[config.mk]
export PLATFORM = sky130hd
export DESIGN_NAME = dcache_ctrl
export DESIGN_NICKNAME = d
export VERILOG_FILES = /design/src/rtl/dcache_pkg.sv /design/src/rtl/dcache_line_array.sv /design/src/rtl/dcache_ctrl.sv
export SDC_FILE = /design/constraint.sdc
export NUM_CORES = 1
export LEC_CHECK = 0
export ABC_CLOCK_PERIOD_IN_PS = 10900
export BUFFER_PORTS_ARGS = -buffer_cell sky130_fd_sc_hd__buf_2
export CAP_MARGIN = 0
export CORE_MARGIN = 3
export CORE_UTILIZATION = 45
export DETAILED_ROUTE_END_ITERATION = 7
export GPL_TIMING_DRIVEN = 1
export RECOVER_POWER = 100
export SYNTH_ARGS = -nofsm -noshare
export SYNTH_HDL_FRONTEND = slang
export SYNTH_SLANG_ARGS = --single-unit
[constraint.sdc]
create_clock -name clk -period 10.9 [get_ports clk]
set_clock_uncertainty 0.2 [all_clocks]
set_input_delay 0.545 -clock clk [delete_from_list [all_inputs] [get_ports clk]]
set_output_delay 0.545 -clock clk [all_outputs]
set_load 0.01 [all_outputs]
[src/rtl/dcache_pkg.sv]
// Shared types and geometry helpers for the direct-mapped write-through data cache.
package dcache_pkg;

    typedef enum logic [1:0] {
        IDLE,
        FILL,
        WRITE,
        WDONE
    } state_t;

    localparam int DEFAULT_LINES = 16;

    function automatic int idx_w(input int lines);
        return (lines > 1) ? $clog2(lines) : 1;
    endfunction

    function automatic int tag_w(input int addr_w, input int lines);
        return addr_w - idx_w(lines);
    endfunction

endpackage

[src/rtl/dcache_line_array.sv]
// Valid/tag/data storage: combinational read port, one synchronous write port,
// asynchronous clear of every valid bit.
module dcache_line_array
    import dcache_pkg::*;
#(
    parameter int LINES  = DEFAULT_LINES,
    parameter int TAG_W  = 12,
    parameter int DATA_W = 16
) (
    input  logic                     clk,
    input  logic                     rst_n,
    input  logic [idx_w(LINES)-1:0]  rd_idx_i,
    output logic                     rd_valid_o,
    output logic [TAG_W-1:0]         rd_tag_o,
    output logic [DATA_W-1:0]        rd_data_o,
    input  logic                     wr_en_i,
    input  logic [idx_w(LINES)-1:0]  wr_idx_i,
    input  logic [TAG_W-1:0]         wr_tag_i,
    input  logic [DATA_W-1:0]        wr_data_i
);

    logic [LINES-1:0]  valid_q;
    logic [TAG_W-1:0]  tag_q  [LINES];
    logic [DATA_W-1:0] data_q [LINES];

    always_ff @(posedge clk or negedge rst_n) begin
        if (!rst_n) begin
            valid_q <= '0;
        end else if (wr_en_i) begin
            valid_q[wr_idx_i] <= 1'b1;
        end
    end

    // NOTE: tag/data are deliberately not reset; a line is only ever read
    // through its valid bit, so clearing the payload would just cost flops.
    always_ff @(posedge clk) begin
        if (wr_en_i) begin
            tag_q[wr_idx_i]  <= wr_tag_i;
            data_q[wr_idx_i] <= wr_data_i;
        end
    end

    assign rd_valid_o = valid_q[rd_idx_i];
    assign rd_tag_o   = tag_q[rd_idx_i];
    assign rd_data_o  = data_q[rd_idx_i];

endmodule

[src/rtl/dcache_ctrl.sv]
// Direct-mapped write-through data cache controller producing the pipeline hit qualifier.
// Optional DCACHE_STATS_EN adds saturating hit_count/miss_count outputs.
module dcache_ctrl
    import dcache_pkg::*;
#(
    parameter int LINES  = DEFAULT_LINES,
    parameter int ADDR_W = 16,
    parameter int DATA_W = 16
) (
    input  logic              clk,
    input  logic              rst_n,
    input  logic              mem_read,
    input  logic              mem_write,
    input  logic [ADDR_W-1:0] addr,
    input  logic [DATA_W-1:0] write_data,
    output logic [DATA_W-1:0] read_data,
    output logic              hit,
    output logic              mem_req,
    output logic              mem_we,
    output logic [ADDR_W-1:0] mem_addr,
    output logic [DATA_W-1:0] mem_wdata,
    input  logic [DATA_W-1:0] mem_rdata,
    input  logic              mem_ack
`ifdef DCACHE_STATS_EN
    ,
    output logic [15:0]       hit_count,
    output logic [15:0]       miss_count
`endif
);

    localparam int IDX_W = idx_w(LINES);
    localparam int TAG_W = tag_w(ADDR_W, LINES);

    state_t            state_q;
    logic              mem_req_q;
    logic              mem_we_q;
    logic [ADDR_W-1:0] mem_addr_q;
    logic [DATA_W-1:0] mem_wdata_q;

    logic [ADDR_W-1:0] lk_addr;
    logic              lk_valid;
    logic [TAG_W-1:0]  lk_tag;
    logic [DATA_W-1:0] lk_data;
    logic              lk_hit;
    logic              ack_ok;
    logic              wr_en;
    logic [DATA_W-1:0] wr_data;

    // IDLE looks up the live request; busy states look up the latched address.
    assign lk_addr = (state_q == IDLE) ? addr : mem_addr_q;
    assign lk_hit  = lk_valid && (lk_tag == lk_addr[ADDR_W-1:IDX_W]);
    assign ack_ok  = mem_req_q && mem_ack;

    assign wr_en   = ack_ok && ((state_q == FILL) || ((state_q == WRITE) && lk_hit));
    assign wr_data = (state_q == FILL) ? mem_rdata : mem_wdata_q;

    dcache_line_array #(
        .LINES  (LINES),
        .TAG_W  (TAG_W),
        .DATA_W (DATA_W)
    ) u_lines (
        .clk        (clk),
        .rst_n      (rst_n),
        .rd_idx_i   (lk_addr[IDX_W-1:0]),
        .rd_valid_o (lk_valid),
        .rd_tag_o   (lk_tag),
        .rd_data_o  (lk_data),
        .wr_en_i    (wr_en),
        .wr_idx_i   (mem_addr_q[IDX_W-1:0]),
        .wr_tag_i   (mem_addr_q[ADDR_W-1:IDX_W]),
        .wr_data_i  (wr_data)
    );

    // NOTE: every output gets a default before the case so no path infers a latch.
    always_comb begin
        hit       = 1'b0;
        read_data = '0;
        unique case (state_q)
            IDLE: begin
                if (mem_write) begin
                    hit = 1'b0;
                end else if (mem_read) begin
                    hit = lk_hit;
                    if (lk_hit) read_data = lk_data;
                end else begin
                    hit = 1'b1;
                end
            end
            WDONE:   hit = 1'b1;
            default: hit = 1'b0;
        endcase
    end

    // NOTE: sequential state uses non-blocking assignments only, so all
    // registers update together from pre-edge values.
    always_ff @(posedge clk or negedge rst_n) begin
        if (!rst_n) begin
            state_q     <= IDLE;
            mem_req_q   <= 1'b0;
            mem_we_q    <= 1'b0;
            mem_addr_q  <= '0;
            mem_wdata_q <= '0;
        end else begin
            unique case (state_q)
                IDLE: begin
                    if (mem_write) begin
                        mem_addr_q  <= addr;
                        mem_wdata_q <= write_data;
                        mem_req_q   <= 1'b1;
                        mem_we_q    <= 1'b1;
                        state_q     <= WRITE;
                    end else if (mem_read && !lk_hit) begin
                        mem_addr_q  <= addr;
                        mem_req_q   <= 1'b1;
                        mem_we_q    <= 1'b0;
                        state_q     <= FILL;
                    end
                end
                FILL, WRITE: begin
                    if (ack_ok) begin
                        mem_req_q <= 1'b0;
                        mem_we_q  <= 1'b0;
                        state_q   <= (state_q == FILL) ? IDLE : WDONE;
                    end
                end
                WDONE:   state_q <= IDLE;
                default: state_q <= IDLE;
            endcase
        end
    end

    assign mem_req   = mem_req_q;
    assign mem_we    = mem_we_q;
    assign mem_addr  = mem_addr_q;
    assign mem_wdata = mem_wdata_q;

`ifdef DCACHE_STATS_EN
    // The re-lookup hit that closes a refill belongs to that miss, not to hit_count.
    logic        refill_q;
    logic [15:0] hit_cnt_q;
    logic [15:0] miss_cnt_q;
    logic        rd_lookup;

    assign rd_lookup = (state_q == IDLE) && mem_read && !mem_write;

    always_ff @(posedge clk or negedge rst_n) begin
        if (!rst_n) begin
            refill_q   <= 1'b0;
            hit_cnt_q  <= '0;
            miss_cnt_q <= '0;
        end else begin
            refill_q <= (state_q == FILL) && ack_ok;
            if (rd_lookup && lk_hit && !refill_q && (hit_cnt_q != 16'hFFFF)) begin
                hit_cnt_q <= hit_cnt_q + 16'd1;
            end
            if (rd_lookup && !lk_hit && (miss_cnt_q != 16'hFFFF)) begin
                miss_cnt_q <= miss_cnt_q + 16'd1;
            end
        end
    end

    assign hit_count  = hit_cnt_q;
    assign miss_count = miss_cnt_q;
`endif

endmodule

==> results.ini <==
[yosys]
netlist_top_cells_area = sky130_fd_sc_hd__edfxtp_1, sky130_fd_sc_hd__mux4_2, sky130_fd_sc_hd__dfrtp_1
post_synth_edffs = 448
yosysWarnings = 0
yosys.area.top_type_share = 0.663
compound_gate_fraction_of_synth_area = 0.0347
postSynthRegisterBits = 500
post_synth_fa_ha_maj_area_fraction = 0.00308
synth_cell_types = 59
synth_largest_area_cell = sky130_fd_sc_hd__edfxtp_1
syn_area_mm2 = 0.0203
postSynth.asyncResetShare = 0.104
synth_top_flop_cell = sky130_fd_sc_hd__edfxtp_1
combinational_family_with_the_most_area_after_synthesis = multiplexers
syn-num-nets = 1115
synthMuxAreaShare = 0.164
synthesis.instances = 1057
synth.yosys.seq_area_share = 0.727
synthSimpleGateAreaFrac = 0.0493
yosys.area_share.xor_xnor = 0.00432
syn_area_per_cell_um2 = 19.2

[floorplan]
fp.dieW_um = 218
core_area_mm2 = 0.0444
dieHeight_um = 218
floorplan.initialDensity = 0.457
io-pin-count = 104
area_enclosed_by_the_die_boundary_mm2 = 0.0477
fp-row-count = 77

[global_routing]
grt_first_pass_wirelength_mm = 71.1
first_global_vias = 11000
grt.overflow.total = 0
groute.usage.overall = 0.202
grt_max_degree = 88
antenna_found_initial = 1

[placed_design]
dp.final_hpwl_mm = 26.6
place.gp.congestion = 0.816
port-buffer-count = 103
placed_area_mm2 = 0.0214
detailedPlace.worstSlack_ns = 4.10

[route]
wl_per_cell_um = 25.8
drc_viols = 0
drt_pre_antenna_iters = 5
vias_per_cell = 5.71
routed_wl_mm = 47.4
detailedRoute.firstIterationViolations = 948
antenna_left = 0
num_vias = 10500

[clock_network]
number_of_buffers_inserted_to_repair_setup_after_cts = 0
worstSkewPairLatency_ns = 0.59
htreeDepth = 2
cts_tree = yes
cts_root_buffer = sky130_fd_sc_hd__clkbuf_16
cts_buffers = 52
worst_path_clk_slew_ns = 0.06
cts_num_sinks = 500
cts-root-to-sink-buffers = 3

[critical_path]
worst_setup_path_startpoint = state_q[0]$_DFFE_PN0P_
endpoint = u_lines.data_q[5][10]$_DFFE_PP_
crit_path_end_kind = register
crit_path_max_fanout = 55
worst-endpoint-arrival_ns = 8.50
path_class = register to register
required_ns = 10.88
ff2ff_path_depth = 13
setup.reg_to_reg.worst_slack_ns = 2.38
crit-reg2reg-launch = state_q[0]$_DFFE_PN0P_
critical_path.startpoint_type = register
timing.rr.end = u_lines.data_q[5][10]$_DFFE_PP_

[finish]
layout.cell_area.non_filler_mm2 = 0.0232
final_layout_size_suffix_gt1_frac = 0.240
final_core_utilization = 0.522
antennaDiodeCount = 0
area_growth_pct = 14.3
layout.nets = 1261

[run]
max_cap_violations = 4

[timing]
setup_total_negative_slack_ns = 0
finalCritPeriodShare = 0.782
final-max-slew-violation-count = 138
unrepaired_setup_endpoints_after_global_routing = no
final_hold_viol_count = 0
max_freq_mhz = 117
fin_hold_ws_ns = 0.0475
period_minus_slack_ns = 8.52
timing_worst_slew_pin_value_ns = 3.48
setup_slack_ns = 2.38
max_slew_margin = -1.32
final-setup-viol-count = 0

[run_status]
violations = max-capacitance violations, max-slew violations
run_status = finished with violations

[power]
max-vdd-ir-drop_v = 0.000162
leakage_nw = 7.99
pwr_density_cell_mw_per_mm2 = 284

[hold_path]
min-delay-path-class = input port to register

## synthesized netlist by cell type (3+ instances only)
| cell | count |
|---|---|
| sky130_fd_sc_hd__edfxtp_1 | 448 |
| sky130_fd_sc_hd__nand2_1 | 120 |
| sky130_fd_sc_hd__mux4_2 | 99 |
| sky130_fd_sc_hd__dfrtp_1 | 52 |
| sky130_fd_sc_hd__mux2_2 | 43 |
| sky130_fd_sc_hd__clkbuf_1 | 24 |
| sky130_fd_sc_hd__mux2i_1 | 24 |
| sky130_fd_sc_hd__and3_1 | 17 |
| sky130_fd_sc_hd__nand3_1 | 17 |
| sky130_fd_sc_hd__o211a_1 | 17 |
| sky130_fd_sc_hd__a31o_2 | 16 |
| sky130_fd_sc_hd__o21ai_0 | 13 |
| sky130_fd_sc_hd__buf_2 | 12 |
| sky130_fd_sc_hd__nand2b_1 | 10 |
| sky130_fd_sc_hd__nand4_1 | 10 |
| sky130_fd_sc_hd__nor2_1 | 10 |
| sky130_fd_sc_hd__inv_1 | 9 |
| sky130_fd_sc_hd__mux4_1 | 9 |
| sky130_fd_sc_hd__xnor2_1 | 9 |
| sky130_fd_sc_hd__and2_1 | 6 |
| sky130_fd_sc_hd__buf_1 | 6 |
| sky130_fd_sc_hd__buf_4 | 6 |
| sky130_fd_sc_hd__mux2_4 | 6 |
| sky130_fd_sc_hd__nor3_1 | 6 |
| sky130_fd_sc_hd__ha_1 | 5 |
| sky130_fd_sc_hd__nor4_1 | 5 |
| sky130_fd_sc_hd__a32o_1 | 4 |
| sky130_fd_sc_hd__buf_6 | 4 |
| sky130_fd_sc_hd__o32ai_1 | 4 |
| sky130_fd_sc_hd__a2111oi_1 | 3 |
| sky130_fd_sc_hd__a211oi_1 | 3 |
| sky130_fd_sc_hd__nor2b_1 | 3 |
## logic make-up (layout without fill, tap and decap cells)
| kind of cell | Yosys count | count (layout) |
|---|---|---|
| adders and majority gates | 5 | 5 |
| AOI/OAI and AO/OA | 81 | 81 |
| buffers and inverters | 64 | 252 |
| muxes | 184 | 184 |
| xor gates and xnor gates | 10 | 10 |
| and+or+nand+nor | 213 | 213 |
| DFF | 500 | 500 |
## power breakdown
group          leakage, nW  switching [mW]  internal (mW)
Sequential            4.67           0.196           2.53
Clock                0.775           0.714          0.985
Combinational         2.55            1.30          0.874
Total                 7.99            2.21           4.39
## layout by cell type, fill, tap and decap left out, types with 16 or more instances in the layout
cell / count
sky130_fd_sc_hd__mux4_2: 99
sky130_fd_sc_hd__a31o_2: 16
sky130_fd_sc_hd__edfxtp_1: 448
sky130_fd_sc_hd__nand2_1: 120
sky130_fd_sc_hd__mux2i_1: 22
sky130_fd_sc_hd__o211a_1: 17
sky130_fd_sc_hd__dlygate4sd3_1: 29
sky130_fd_sc_hd__mux2_2: 26
sky130_fd_sc_hd__clkbuf_16: 53
sky130_fd_sc_hd__nand3_1: 17
sky130_fd_sc_hd__dfrtp_1: 52
sky130_fd_sc_hd__buf_2: 53
sky130_fd_sc_hd__mux2_1: 18
sky130_fd_sc_hd__clkbuf_1: 73
## registers in the layout, summed over array words and instances (netlist names)
signal / cells
mem_addr: 16
mem_req: 1
mem_wdata: 16
mem_we: 1
state_q: 2
u_lines.data_q: 256
u_lines.tag_q: 192
u_lines.valid_q: 16
## per-layer routing
metal,up-vias,share of wire,GRT usage
li1,4576,-,-
met1,5512,0.43,0.282
met2,324,0.48,0.325
met3,77,0.056,0.0343
met4,0,0.029,0.0726
met5,-,0,0
## through the flow
step                      total power, mW  std cells
after floorplan                      4.27       1057
after global placement               4.95       1712
after detailed placement             4.98       1712
after CTS                            6.69       1837
after global routing                 6.93       1837
final                                6.60       1837
## what timing repair did
item | CTS | global route
endpoints found under the hold margin | 80 | 0
hold buffers | 29 | 0
resized for setup | 0 | 0
## critical path, cell delays in order (launching register included)
cell and delay (ns):
sky130_fd_sc_hd__dfrtp_1 0.41, sky130_fd_sc_hd__inv_1 0.12, sky130_fd_sc_hd__ha_1 0.22, sky130_fd_sc_hd__clkbuf_1 1.56, sky130_fd_sc_hd__mux2_4 0.90, sky130_fd_sc_hd__buf_4 0.79
sky130_fd_sc_hd__mux4_2 0.40, sky130_fd_sc_hd__nand2b_1 0.08, sky130_fd_sc_hd__nand4_1 0.12, sky130_fd_sc_hd__xnor2_1 0.19, sky130_fd_sc_hd__nor4_1 0.40, sky130_fd_sc_hd__nand4_1 0.29
sky130_fd_sc_hd__o21bai_2 0.95, sky130_fd_sc_hd__and3_1 1.43
## worst min-delay path by stage
stage	startpoint	endpoint	slack, ns	cells past startpoint
floorplan	rst_n	mem_addr[0]$_DFFE_PN0P_	0.05	0
global placement	u_lines.valid_q[9]$_DFFE_PN0N_	u_lines.valid_q[9]$_DFFE_PN0N_	0.24	1
detailed placement	u_lines.valid_q[0]$_DFFE_PN0N_	u_lines.valid_q[0]$_DFFE_PN0N_	0.25	1
CTS	addr[0]	mem_addr[0]$_DFFE_PN0P_	0.02	2
global route	addr[0]	mem_addr[0]$_DFFE_PN0P_	0.05	2
finish	addr[0]	mem_addr[0]$_DFFE_PN0P_	0.05	2
## area by class of cell
| class | instances | area (um^2) |
|---|---|---|
| fill | 3531 | 21200 |
| sequential | 500 | 14800 |
| multi-input combinational | 493 | 5220 |
| clock buffer | 71 | 1390 |
| timing repair buffer | 147 | 837 |
| tap | 592 | 741 |
| clock inverter | 25 | 216 |
| inverter | 9 | 33.8 |
No activity file was read; power rests on OpenSTA's default activity.
